--- src/rtl/line_streamer_pkg.sv ---
// Shared types for the line streamer: FSM states, default widths, FIFO entry layout.
// No logic of its own.
// No backpressure of its own.
package line_streamer_pkg;

    localparam int LS_ADDR_W = 8;
    localparam int LS_LEN_W  = 8;
    localparam int LS_CHAR_W = 8;

    typedef enum logic [1:0] {
        IDLE   = 2'd0,
        FETCH  = 2'd1,
        DRAIN  = 2'd2,
        FINISH = 2'd3
    } state_e;

    // Address driven on the memory port whenever no read is issued.
    localparam logic [LS_ADDR_W-1:0] ADDR_PARK = '1;

    // One captured character pair at the default widths; the top re-declares
    // the same layout at its own parameter widths when overridden.
    typedef struct packed {
        logic [LS_CHAR_W-1:0] lhs;
        logic [LS_CHAR_W-1:0] rhs;
        logic [LS_LEN_W-1:0]  index;
        logic                 last;
    } fifo_entry_t;

endpackage

--- src/rtl/streamer_skid_fifo.sv ---
// Two-entry synchronous FIFO holding captured character pairs ahead of the output port.
// Latency: a push is visible at the head the cycle after it is written.
// Backpressure: never refuses; the caller keeps pushes within capacity, push+pop may coincide at any occupancy.
module streamer_skid_fifo
    import line_streamer_pkg::*;
#(
    parameter type entry_t = fifo_entry_t
) (
    input  logic       clk,
    input  logic       rst,
    input  logic       push_i,
    input  entry_t     push_dat_i,
    input  logic       pop_i,
    output logic [1:0] count_o,
    output logic       head_vld_o,
    output entry_t     head_dat_o
);

    entry_t     mem_q [2];
    logic       wr_ptr_q;
    logic       rd_ptr_q;
    logic [1:0] count_q;
    logic       do_pop;

    assign do_pop     = pop_i && (count_q != 2'd0);
    assign count_o    = count_q;
    assign head_vld_o = (count_q != 2'd0);
    assign head_dat_o = mem_q[rd_ptr_q];

    // Storage, pointers and occupancy; a pop at full frees the slot the push reuses.
    always_ff @(posedge clk) begin
        if (rst) begin
            mem_q[0] <= '0;
            mem_q[1] <= '0;
            wr_ptr_q <= 1'b0;
            rd_ptr_q <= 1'b0;
            count_q  <= 2'd0;
        end else begin
            if (push_i) begin
                mem_q[wr_ptr_q] <= push_dat_i;
                wr_ptr_q        <= ~wr_ptr_q;
            end
            if (do_pop) begin
                rd_ptr_q <= ~rd_ptr_q;
            end
            count_q <= count_q + 2'(push_i) - 2'(do_pop);
        end
    end

endmodule

--- src/rtl/line_streamer.sv ---
// Walks one line of a 1-cycle-latency character memory and streams (lhs, rhs) pairs with index/last tags.
// Latency: first out_valid two edges after the descriptor is accepted; one beat per cycle while out_ready is high.
// Backpressure: reads stop once in-flight plus queued pairs reach two, so the skid FIFO never overflows.
module line_streamer
    import line_streamer_pkg::*;
#(
    parameter int ADDR_W = LS_ADDR_W,
    parameter int LEN_W  = LS_LEN_W,
    parameter int CHAR_W = LS_CHAR_W
) (
    input  logic                clk,
    input  logic                rst,
    input  logic                cmd_valid,
    output logic                cmd_ready,
    input  logic [ADDR_W-1:0]   cmd_start,
    input  logic [LEN_W-1:0]    cmd_len,
    input  logic                cmd_reverse,
    output logic                mem_en,
    output logic [ADDR_W-1:0]   mem_addr,
    input  logic [2*CHAR_W-1:0] mem_dout,
    output logic                out_valid,
    input  logic                out_ready,
    output logic [CHAR_W-1:0]   out_lhs,
    output logic [CHAR_W-1:0]   out_rhs,
    output logic [LEN_W-1:0]    out_index,
    output logic                out_last,
    output logic                busy,
    output logic                done,
    output logic                wrapped
);

    // Extra bit catches start+len-1 running past the top of the address space.
    localparam int SUM_W = ((ADDR_W > LEN_W) ? ADDR_W : LEN_W) + 1;
    localparam logic [ADDR_W-1:0] PARK = '1;

    typedef struct packed {
        logic [CHAR_W-1:0] lhs;
        logic [CHAR_W-1:0] rhs;
        logic [LEN_W-1:0]  index;
        logic              last;
    } entry_t;

    state_e            state_q, state_d;
    logic [ADDR_W-1:0] addr_q, addr_d;
    logic [LEN_W-1:0]  len_q, len_d;
    logic [LEN_W-1:0]  issued_q, issued_d;
    logic              rev_q, rev_d;
    logic              wrapped_q, wrapped_d;
    logic              rd_vld_q;
    logic [LEN_W-1:0]  rd_idx_q;
    logic              rd_last_q;

    logic [SUM_W-1:0]  end_ext;
    logic              start_wrap;
    logic [ADDR_W-1:0] first_addr;
    logic [1:0]        fifo_count;
    logic [1:0]        pending;
    logic              head_vld;
    entry_t            head_dat;
    entry_t            push_dat;
    logic              pop;
    logic              issue;
    logic              is_last_issue;

    assign end_ext    = SUM_W'(cmd_start) + SUM_W'(cmd_len) - SUM_W'(1);
    assign start_wrap = |end_ext[SUM_W-1:ADDR_W];
    assign first_addr = cmd_reverse ? end_ext[ADDR_W-1:0] : cmd_start;

    // A pair leaving the FIFO this cycle frees its slot in time for the read issued now,
    // which is what keeps the stream at one beat per cycle under no backpressure.
    assign pop           = head_vld && out_ready;
    assign pending       = 2'(rd_vld_q) + fifo_count - 2'(pop);
    assign issue         = (state_q == FETCH) && (pending < 2'd2) && (issued_q < len_q);
    assign is_last_issue = (issued_q == len_q - LEN_W'(1));

    assign mem_en   = issue;
    assign mem_addr = issue ? addr_q : PARK;

    assign cmd_ready = (state_q == IDLE);
    assign busy      = (state_q == FETCH) || (state_q == DRAIN);
    assign done      = (state_q == FINISH);
    assign wrapped   = wrapped_q;

    assign push_dat = '{lhs:   mem_dout[2*CHAR_W-1:CHAR_W],
                        rhs:   mem_dout[CHAR_W-1:0],
                        index: rd_idx_q,
                        last:  rd_last_q};

    streamer_skid_fifo #(
        .entry_t (entry_t)
    ) u_fifo (
        .clk        (clk),
        .rst        (rst),
        .push_i     (rd_vld_q),
        .push_dat_i (push_dat),
        .pop_i      (pop),
        .count_o    (fifo_count),
        .head_vld_o (head_vld),
        .head_dat_o (head_dat)
    );

    assign out_valid = head_vld;
    assign out_lhs   = head_dat.lhs;
    assign out_rhs   = head_dat.rhs;
    assign out_index = head_dat.index;
    assign out_last  = head_dat.last;

    // Next-state: descriptor latch, read address walk, wrap detection and line sequencing.
    always_comb begin
        state_d   = state_q;
        addr_d    = addr_q;
        len_d     = len_q;
        rev_d     = rev_q;
        issued_d  = issued_q;
        wrapped_d = wrapped_q;
        unique case (state_q)
            IDLE: begin
                if (cmd_valid) begin
                    len_d     = cmd_len;
                    rev_d     = cmd_reverse;
                    addr_d    = first_addr;
                    issued_d  = '0;
                    wrapped_d = cmd_reverse && (cmd_len != '0) && start_wrap;
                    state_d   = (cmd_len == '0) ? FINISH : FETCH;
                end
            end
            FETCH: begin
                if (issue) begin
                    issued_d = issued_q + LEN_W'(1);
                    addr_d   = rev_q ? (addr_q - ADDR_W'(1)) : (addr_q + ADDR_W'(1));
                    // Only a step between two issued addresses counts as a wrap.
                    if ((issued_q != '0) &&
                        ((!rev_q && (addr_q == '0)) || (rev_q && (addr_q == PARK)))) begin
                        wrapped_d = 1'b1;
                    end
                    if (is_last_issue) begin
                        state_d = DRAIN;
                    end
                end
            end
            DRAIN: begin
                if (pop && head_dat.last) begin
                    state_d = FINISH;
                end
            end
            FINISH: begin
                state_d = IDLE;
            end
            default: begin
                state_d = IDLE;
            end
        endcase
    end

    // State registers plus the tag of the read whose data returns next cycle.
    always_ff @(posedge clk) begin
        if (rst) begin
            state_q   <= IDLE;
            addr_q    <= '0;
            len_q     <= '0;
            rev_q     <= 1'b0;
            issued_q  <= '0;
            wrapped_q <= 1'b0;
            rd_vld_q  <= 1'b0;
            rd_idx_q  <= '0;
            rd_last_q <= 1'b0;
        end else begin
            state_q   <= state_d;
            addr_q    <= addr_d;
            len_q     <= len_d;
            rev_q     <= rev_d;
            issued_q  <= issued_d;
            wrapped_q <= wrapped_d;
            rd_vld_q  <= issue;
            rd_idx_q  <= issued_q;
            rd_last_q <= is_last_issue;
        end
    end

endmodule
--- config.mk ---
export PLATFORM = sky130hd
export DESIGN_NAME = line_streamer
export DESIGN_NICKNAME = d
export VERILOG_FILES = /design/src/rtl/line_streamer_pkg.sv /design/src/rtl/streamer_skid_fifo.sv /design/src/rtl/line_streamer.sv
export SDC_FILE = /design/constraint.sdc
export NUM_CORES = 1
export LEC_CHECK = 0
export ABC_AREA = 1
export CELL_PAD_IN_SITES_DETAIL_PLACEMENT = 1
export CELL_PAD_IN_SITES_GLOBAL_PLACEMENT = 1
export CORE_ASPECT_RATIO = 0.9
export CORE_MARGIN = 2
export CORE_UTILIZATION = 30
export DETAILED_ROUTE_END_ITERATION = 16
export HOLD_SLACK_MARGIN = 0.06
export PLACE_DENSITY = 0.6
export SYNTH_ARGS = -nofsm -noshare
export SYNTH_HDL_FRONTEND = slang
export SYNTH_HIERARCHICAL = 1
export SYNTH_SLANG_ARGS = --single-unit
--- constraint.sdc ---
create_clock -name clk -period 3.5 [get_ports clk]
set_clock_uncertainty 0.15 [all_clocks]
set_input_delay 0.7 -clock clk [delete_from_list [all_inputs] [get_ports clk]]
set_output_delay 0.7 -clock clk [all_outputs]
set_load 0.01 [all_outputs]
==> out/qor.yml <==
sta:
  fmax_ghz: 0.2966
  period_needed_ns: 3.371
  worstMarginPinSlew_ns: 0.6589
  fin_ws_ns: 0.1287
  hold_viol: 0
  rsz0062_at_grt: "no"
  min_period_over_period_pct: 96.32
  max-slew-margin-rel_pct: 56.03
  setup_viol_count_final: 0
  finalMaxSlewViolations: 0
setup_path:
  crit_chain: "clkdlybuf4s50_1 -> nand2_1 -> inv_2 -> ha_2 -> nor2_2 -> inv_1 -> nand2_1 -> nand2_1 -> inv_2 -> nand3_4 -> or2_4 -> dlygate4sd2_1"
  rr_worst_depth: 16
  cp_slowest_cell: "clkdlybuf4s50_1"
  crit_arrival_ns: 2.52
  critPathMaxFanout: 4
  critPathTopFamily: "buffers and inverters"
  path_class: "input pin to primary output"
  cpMostUsedCell: "nand2_1"
  cp-start-kind: "input pin"
  path_buf_inv: 5
  crit_required_ns: 2.65
  worst_path_largest_cell_delay_ns: 0.45
  rrSetupSlack_ns: 0.81
  crit_path_end_kind: "primary output"
  crit-reg2reg-launch: "u_fifo/count_o[1]$_SDFF_PP0_"
  r2r-end: "issued_q[2]$_SDFFE_PP0P_"
worst_hold_path:
  hold_path.class: "flip-flop to flip-flop"
  min_from: "len_q[7]$_SDFFE_PP0P_"
  min_to: "len_q[7]$_SDFFE_PP0P_"
  hold_depth: 2
floorplan:
  die_x_um: 147.8
  die_h_um: 133.4
  core_um2: 18350
  pin_count: 76
  die_area_um2: 19730
  num_rows: 47
  start_util_pct: 30.44
cts:
  clock_tree.root_cell: "clkbuf_16"
  clock-sinks: 93
  clk_pin_slew_ns: 0.07
  numCtsBuffers: 9
  cts_tree: "yes"
  cts_setup_buffers: 0
  htreeDepth: 3
  clk_path_buf_depth: 2
  hold_buffers: 0
  clock_latency_ns: 0.35
yosys:
  avgSynthCellArea_um2: 8.287
  syn_inst: 674
  synth_area_um2: 5585
  ys_warn_count: 6
  synth_cell_type_count: 38
  ys_seq_area_share_pct: 42.29
  syn_nets: 752
  synth_seq_cells: 93
cells_and_area:
  nFillCells: 2200
  diodes: 0
  final_cell_mix: "nand2_1, nor2_1, inv_1"
  nets: 831
  layout-drive-gt1-share_pct: 10.16
  area_growth_syn_to_layout_pct: 22.85
  instances_no_fill: 1003
drt:
  avgViaCountPerCell: 4.583
  dr_total_vias: 4597
  drc: 0
  ant_nets: 0
  drt_first_iter_violations: 158
  wl_met2_mm: 7.285
  route.met3.wl_um: 507
  wirelength_mm: 14.53
  top_layer: "met4"
  wl_per_cell_um: 14.49
  drtPass1Iterations: 4
  wl_met1_mm: 6.550
power:
  power_density_nw_per_um2: 600.2
  leakage_nw: 2.957
  irDropWorstVdd_mv: 0.2834
outcome:
  run_status: "completed"
placed_design:
  place_congestion: 0.8771
  post-place-ws_ns: -0.2030
  dp_cells: 987
  port_buffers: 75
  dp_hpwl_mm: 11.18
run:
  max_cap_viol_count: 0
grt:
  grt_max_degree: 27
  grt_overflow_total: 0
  grt.total_usage_pct: 15.34
  grt_pass1_wl_mm: 24.07
  antenna_found_initial: 0
  grt_pass1_vias: 4877
[flip-flops by register name, summed over array words and instances (netlist names), named ones only]
name             flops
addr_q               8
issued_q             8
len_q                8
rd_idx_q             8
rd_last_q            1
rd_vld_q             1
rev_q                1
state_q              2
u_fifo/count_o       2
u_fifo/mem_q        50
u_fifo/rd_ptr_q      1
u_fifo/wr_ptr_q      1
wrapped              1
[synth_stat cells]
| cell | count | share of area [%] |
|---|---|---|
| clkbuf_1 | 7 | 0.47 |
| nor2_1 | 114 | 7.7 |
| mux2_2 | 5 | 1.0 |
| buf_6 | 5 | 1.0 |
| xnor2_1 | 3 | 0.47 |
| nand3_1 | 33 | 3.0 |
| inv_1 | 114 | 7.7 |
| buf_4 | 3 | 0.40 |
| xor2_1 | 11 | 1.7 |
| o21ai_0 | 36 | 3.2 |
| o21ai_2 | 1 | 0.16 |
| o22ai_1 | 1 | 0.11 |
| o211ai_1 | 2 | 0.27 |
| o21ai_1 | 1 | 0.090 |
| nor2_2 | 2 | 0.22 |
| fa_1 | 2 | 0.72 |
| inv_2 | 2 | 0.13 |
| a31oi_1 | 1 | 0.11 |
| mux2_4 | 20 | 5.4 |
| nand4_1 | 4 | 0.45 |
| a21oi_1 | 29 | 2.6 |
| dfxtp_1 | 43 | 15 |
| a21o_1 | 2 | 0.27 |
| buf_2 | 2 | 0.18 |
| nor3_1 | 7 | 0.63 |
| nand3_2 | 2 | 0.36 |
| nor4_1 | 2 | 0.22 |
| nand2_1 | 113 | 7.6 |
| nand2_2 | 3 | 0.34 |
| nor2_4 | 1 | 0.20 |
| a21oi_2 | 4 | 0.63 |
| buf_12 | 2 | 0.72 |
| o21a_1 | 1 | 0.13 |
| ha_1 | 39 | 8.7 |
| edfxtp_1 | 50 | 27 |
| nand3b_1 | 2 | 0.27 |
| or2_2 | 3 | 0.34 |
| o21bai_1 | 2 | 0.27 |
[stage by stage]
| step | hold WS [ns] | cell area (um^2) | power [mW] | setup TNS [ns] | util, % |
|---|---|---|---|---|---|
| 6_report | 0.3463 | 6862 | 4.118 | 0 | 37.40 |
| 5_1_grt | 0.3851 | 6862 | 4.455 | 0 | 37.40 |
| 4_1_cts | 0.3561 | 6858 | 4.181 | 0 | 37.38 |
| 3_5_place_dp | 0.3429 | 6578 | 3.237 | -1.529 | 35.85 |
| 3_3_place_gp | 0.3339 | 6578 | 3.187 | -1.239 | 35.85 |
| 2_1_floorplan | 0.3128 | 5585 | 2.596 | 0 | - |
[final cells by class]
cell class | instances | area, um^2 | area share, %
tap | 245 | 306.5 | 4.468
multi-input combinational | 446 | 2648 | 38.58
clock buffer | 9 | 225.2 | 3.282
inverter | 116 | 437.9 | 6.382
clock inverter | 7 | 56.30 | 0.8206
sequential | 93 | 2362 | 34.43
timing repair buffer | 87 | 825.8 | 12.04
[logic make-up after synthesis]
| kind of cell | Yosys count | share of synthesized area, % |
|---|---|---|
| and+or+nand+nor | 286 | 21.24 |
| AOI/OAI and AO/OA | 80 | 7.863 |
| adders and majority gates | 41 | 9.453 |
| xor gates and xnor gates | 14 | 2.195 |
| buffers and inverters | 135 | 10.57 |
| DFF | 93 | 42.29 |
| muxes | 25 | 6.384 |
[worst max-delay path by stage]
stage              start          end  slack [ns]  depth (start not counted)
6_report       out_ready  mem_addr[2]        0.13                         12
5_1_grt        out_ready  mem_addr[2]       0.006                         12
4_1_cts        out_ready  mem_addr[7]       0.008                         12
3_5_place_dp   out_ready  mem_addr[7]       -0.20                         12
3_3_place_gp   out_ready  mem_addr[7]       -0.19                         12
2_1_floorplan  out_ready  mem_addr[0]        0.85                         11
[tightest hold or removal path, stage by stage (launching register included)]
cell and delay (ns):
dfxtp_1 0.32, inv_1 0.07, a21oi_1 0.06
[power by group]
| group | switching (mW) | internal (mW) |
|---|---|---|
| Clock | 0.451 | 0.490 |
| Combinational | 1.05 | 0.700 |
| Sequential | 0.125 | 1.30 |
| Total | 1.63 | 2.49 |
[routing by layer]
| metal | track usage (%) | vias to the layer above |
|---|---|---|
| met3 | 3.014 | 13 |
| met1 | 18.90 | 2208 |
| met4 | 4.074 | 0 |
| li1 | - | 2319 |
| met5 | 0 | - |
| met2 | 27.44 | 57 |
[repair_timing]
action	4_1_cts	5_1_grt
setup endpoints to repair	9	2
resized for setup	12	7
pin swaps	1	1
Power figures use the tool's default switching activity.
